==> config.mk <==
export PLATFORM = sky130hd
export DESIGN_NAME = cbc_stream_engine
export DESIGN_NICKNAME = d
export VERILOG_FILES = /design/src/rtl/cbc_stream_engine.sv
export SDC_FILE = /design/constraint.sdc
export NUM_CORES = 1
export LEC_CHECK = 0
export ABC_AREA = 1
export ABC_CLOCK_PERIOD_IN_PS = 2400
export CORE_AREA = 2 2 263 265
export CTS_CLUSTER_DIAMETER = 120
export CTS_CLUSTER_SIZE = 24
export DETAILED_ROUTE_END_ITERATION = 10
export DIE_AREA = 0 0 265 267
export GPL_TIMING_DRIVEN = 0
export HOLD_SLACK_MARGIN = 0.08
export PLACE_DENSITY_LB_ADDON = 0.05
export SLEW_MARGIN = 15
export SYNTH_ARGS = -nofsm -noshare
export SYNTH_HDL_FRONTEND = slang
export SYNTH_SLANG_ARGS = --single-unit
==> constraint.sdc <==
create_clock -name clk -period 2.4 [get_ports clk]
set_clock_uncertainty 0.2 [all_clocks]
set_input_delay 0.36 -clock clk [delete_from_list [all_inputs] [get_ports clk]]
set_output_delay 0.36 -clock clk [all_outputs]
set_load 0.05 [all_outputs]
==> src/rtl/cbc_stream_engine.sv <==
// CBC chaining engine wrapped around an external single-block AES-128 core.
// Per message: seed the chain from iv, then load -> core start/wait -> output, with back-pressure on both streams.
module cbc_stream_engine #(
  parameter int BLK_W = 128,
  parameter int CNT_W = 16
) (
  input  logic             clk,
  input  logic             rst_n,
  input  logic             start,
  input  logic             mode,
  input  logic [BLK_W-1:0] iv,
  output logic             busy,
  input  logic [BLK_W-1:0] in_data,
  input  logic             in_last,
  input  logic             in_valid,
  output logic             in_ready,
  output logic             core_start,
  output logic             core_mode,
  output logic [BLK_W-1:0] core_in,
  input  logic [BLK_W-1:0] core_out,
  input  logic             core_done,
  output logic [BLK_W-1:0] out_data,
  output logic             out_last,
  output logic             out_valid,
  input  logic             out_ready,
  output logic [CNT_W-1:0] blk_cnt
);

  localparam logic [2:0] S_IDLE  = 3'd0;
  localparam logic [2:0] S_LOAD  = 3'd1;
  localparam logic [2:0] S_START = 3'd2;
  localparam logic [2:0] S_WAIT  = 3'd3;
  localparam logic [2:0] S_OUT   = 3'd4;

  logic [2:0]       r_state;
  logic [BLK_W-1:0] r_chain;
  logic [BLK_W-1:0] r_din;
  logic [BLK_W-1:0] r_out_data;
  logic             r_mode;
  logic             r_last;
  logic [CNT_W-1:0] r_blk_cnt;
  logic [BLK_W-1:0] w_core_in;

  // din and chain do not move between START and core_done, so the core input is stable without its own register
  assign w_core_in = r_mode ? r_din : (r_din ^ r_chain);

  always_ff @(posedge clk) begin
    if (!rst_n) begin
      r_state    <= S_IDLE;
      r_chain    <= '0;
      r_din      <= '0;
      r_out_data <= '0;
      r_mode     <= 1'b0;
      r_last     <= 1'b0;
      r_blk_cnt  <= '0;
    end else begin
      case (r_state)
        S_IDLE: begin
          if (start) begin
            r_chain   <= iv;
            r_mode    <= mode;
            r_blk_cnt <= '0;
            r_state   <= S_LOAD;
          end
        end
        S_LOAD: begin
          if (in_valid) begin
            r_din   <= in_data;
            r_last  <= in_last;
            r_state <= S_START;
          end
        end
        S_START, S_WAIT: begin
          // a zero-latency core answers during START and is taken there directly
          if (core_done) begin
            r_state <= S_OUT;
            if (r_mode) begin
              r_out_data <= core_out ^ r_chain;
              r_chain    <= r_din;
            end else begin
              r_out_data <= core_out;
              r_chain    <= core_out;
            end
          end else begin
            r_state <= S_WAIT;
          end
        end
        S_OUT: begin
          if (out_ready) begin
            r_blk_cnt <= r_blk_cnt + CNT_W'(1);
            r_state   <= r_last ? S_IDLE : S_LOAD;
          end
        end
        default: r_state <= S_IDLE;
      endcase
    end
  end

  assign busy       = (r_state != S_IDLE);
  assign in_ready   = (r_state == S_LOAD);
  assign core_start = (r_state == S_START);
  assign core_mode  = r_mode;
  assign core_in    = w_core_in;
  assign out_valid  = (r_state == S_OUT);
  assign out_last   = r_last && (r_state == S_OUT);
  assign out_data   = r_out_data;
  assign blk_cnt    = r_blk_cnt;

endmodule

==> impl_results.md <==
* CORE AREA at slightly below 70000 µm²
* Sequential share of the synthesized area at a little under two fifths
* Gate Count Post-Synth at 3382
* Asr flop ratio synth at 0%
* Final Critical Period at ~2.5 ns
* Critical R2R Launch: r_state[1]
* Worst EP required at 1.84 ns
* Vias in the first global route at 22700
* Crit Path Category: register to primary output
* Max-slew violations at 0
* Hold_buf cts at 0
* Synth top area share at 38.2%
* Most frequent cell after synthesis: nand2_1
* Failing checks: setup timing
* Avg Cell Area, Syn at 6.28 µm²
* Maximum buffer depth of the clock tree at 3
* Syn Std Cell Area at 21200 µm²
* Pwr per Cell Area at about 790 nW/µm²
* CTS tree: done
* Crit path capture type: primary output
* Run status: complete, but fails checks
* Clock sinks at ~410
* Die width at between 200 and 300 µm
* Drt drc at 0
* Post-synth EDFFs at 0
* Hold Crit Class: input pin to register
* Std cell rows at 96
* Yosys top cell by area: dfxtp_1
* Vias per cell at 4.80
* Maximum vdd drop at 0.446 mV
* Arr. time, crit path at 1.99 ns
* Fmax at 0.393 GHz
* Synth top area cells: dfxtp_1 38%, nand2_1 15%, o21ai_0 10%, nor2_1 9.6%, a21oi_1 9.0%
* Antenna violations before repair at 45
* # port buffers at 668
* Setup ws final at -0.147 ns
* Total gr overflow at 0
* Slew margin rel. at 17.4%
* Antenna Nets Post-Route at 0
* Die Footprint at 70800 µm²
* Fin area at 31100 µm²
* Detailed Place HPWL at 78300 µm
* Global Route Usage Sum at 27.8%
* Die height at 267 µm
* Dpl cell area at 29100 µm²
* Vias at ~24000
* Pleak at 14.3 nW
* Top_reg_cell synth: dfxtp_1
* Post-synth top cells: 854 x nand2_1, 545 x nor2_1, 444 x o21ai_0, 405 x dfxtp_1, 380 x a21oi_1
* Worst-Skew Late Latency at between 0.5 and 0.6 ns
* Fillcell total at 7205
* #FFs+latches synth at slightly above 400
* WL per Instance at 20.8 µm
* CP Max Fanout at 8
* Clock-pin slew on the worst setup and hold paths at 0.12 ns
* Syn Nets at roughly 3800
* Critical Path Source: core_mode
* Multi-input logic area at 11600 µm²
* Largest net degree at the start of global routing at 25
* Initial drt markers at approximately 1400
* Drt first pass iters at 7
* Num CTS Buffers at 20
* Syn. warnings at 0
* Worst Min Path Start: in_data[102]
* Final setup viols at 123
* Root Driver: clkbuf_16
* Register area at roughly 8100 µm²
* First-pass GRT wire length at 147000 µm
* Period utilization at 106%
* Layout cells sized above 1 at 10.8%
* Drt total wl at roughly 100000 µm
* H-Tree Depth at 1
* Max Cap Viol at 0
* Routability congestion estimate at 0.880
* I/O pin count at between 600 and 700
* Yosys cell types at 22
* Nets at 4488
* Sum of negative setup slack at -9.11 ns
* Startpoint Class: register
* Final Hold Viols at 0
* Worst-margin pin slew at 1.24 ns
* RSZ-0062 raised after global routing: true
* Initial Util at 31.3%
* Area growth, synth to finish at 46.3%
==> final cells by class <==
class	instances	area share (%)
timing repair buffer	696	23.2
inverter	293	3.58
antenna	21	0.169
buffer	208	4.29
tap	882	3.55
multi-input combinational	2471	37.4
sequential	405	26.1
clock buffer	23	1.75
==> worst paths after layout <==
path / endpoint / slack [ns] / depth (start not counted)
worst max-delay path: core_in[68] / -0.15 / 7
worst max register to register: out_data[103] / 0.12 / 8
worst min-delay path: r_din[102] / 0.16 / 3
worst min register to register: out_data[47] / 0.27 / 2
==> sequential cells by signal, indices dropped and copies added, names as in the netlist <==
name	cells
blk_cnt	16
core_mode	1
out_data	128
r_chain	128
r_din	128
r_last	1
r_state	3
==> layer usage <==
layer / wire length [µm] / global-route usage (%)
met4: 2510 / 8.20
met1: 45200 / 35.0
met2: 49500 / 47.5
met5: 272 / 0
met3: 6610 / 6.36
==> through the flow <==
step           std cells  power (W)  setup WS (ns)  utilization (%)  hold slack, ns
2_1_floorplan       3382     0.0149         0.0951                -           0.245
3_3_place_gp        4932     0.0193          -1.55             42.7           0.252
3_5_place_dp        4933     0.0193          -1.32             42.7           0.255
4_1_cts             4970     0.0242         -0.163             44.8           0.134
5_1_grt             4993     0.0257         -0.225             45.7           0.150
6_report            4999     0.0244         -0.147             45.7           0.160
==> cell families (layout without fill, tap and decap cells) <==
logic type               count (synthesis)  count (layout)  share of synthesized area, %
AND/OR/NAND/NOR                       1458            1458                          26.2
AO/OA/AOI/OAI                          900             900                          21.2
buffers and inverters                  506            1220                          9.70
flip-flops                             405             405                          38.2
XOR/XNOR                               112             112                          4.62
adder cells (fa/ha/maj)                  1               1                        0.0589
other                                    0              21                             0
==> cell usage in the layout, fill, tap and decap left out, types with 2 or more instances in the layout <==
cell type        count
o21ai_2              2
xor2_1             112
buf_2               60
inv_2                2
clkdlybuf4s50_1    497
a21oi_4              7
buf_6              124
diode_2             21
dfxtp_2              2
a21oi_1            267
inv_1              290
nor2_1             543
dfxtp_1            402
clkbuf_1            88
buf_12              16
dlymetal6s2s_1       4
dlygate4sd2_1       34
nand3_1             49
nand2_1            835
clkbuf_16           31
buf_1                4
nand2_2             19
a21oi_2            106
clkbuf_4            12
o21ai_1            191
nand3b_1             5
clkbuf_2            12
nand4_1              3
nor2_4               3
o21ai_0            325
buf_8               14
buf_4               28
==> worst max-delay path, stage by stage, from the launching register on <==
cell and delay [ns]:
dfxtp_4 0.39, clkbuf_16 0.18, buf_6 0.17, clkbuf_16 0.17, a21oi_1 0.12, o21ai_0 0.12
nand2_1 0.10, buf_6 0.16
==> report_power, final <==
part	total (W)	switching, W	leakage (nW)	internal [W]
Clock	0.00409	0.00247	0.267	0.00162
Combinational	0.0117	0.00755	10.7	0.00414
Sequential	0.00863	0.00101	3.32	0.00762
Total	0.0244	0.0110	14.3	0.0134
==> repair_timing <==
| item | 4_1_cts | 5_1_grt |
|---|---|---|
| setup buffers | 14 | 6 |
| gates resized for setup | 1181 | 180 |
| pin swaps | 61 | 69 |
| cloned | 2 | 5 |
| setup endpoints to repair | 424 | 287 |
(Power assumes the default switching activity.)
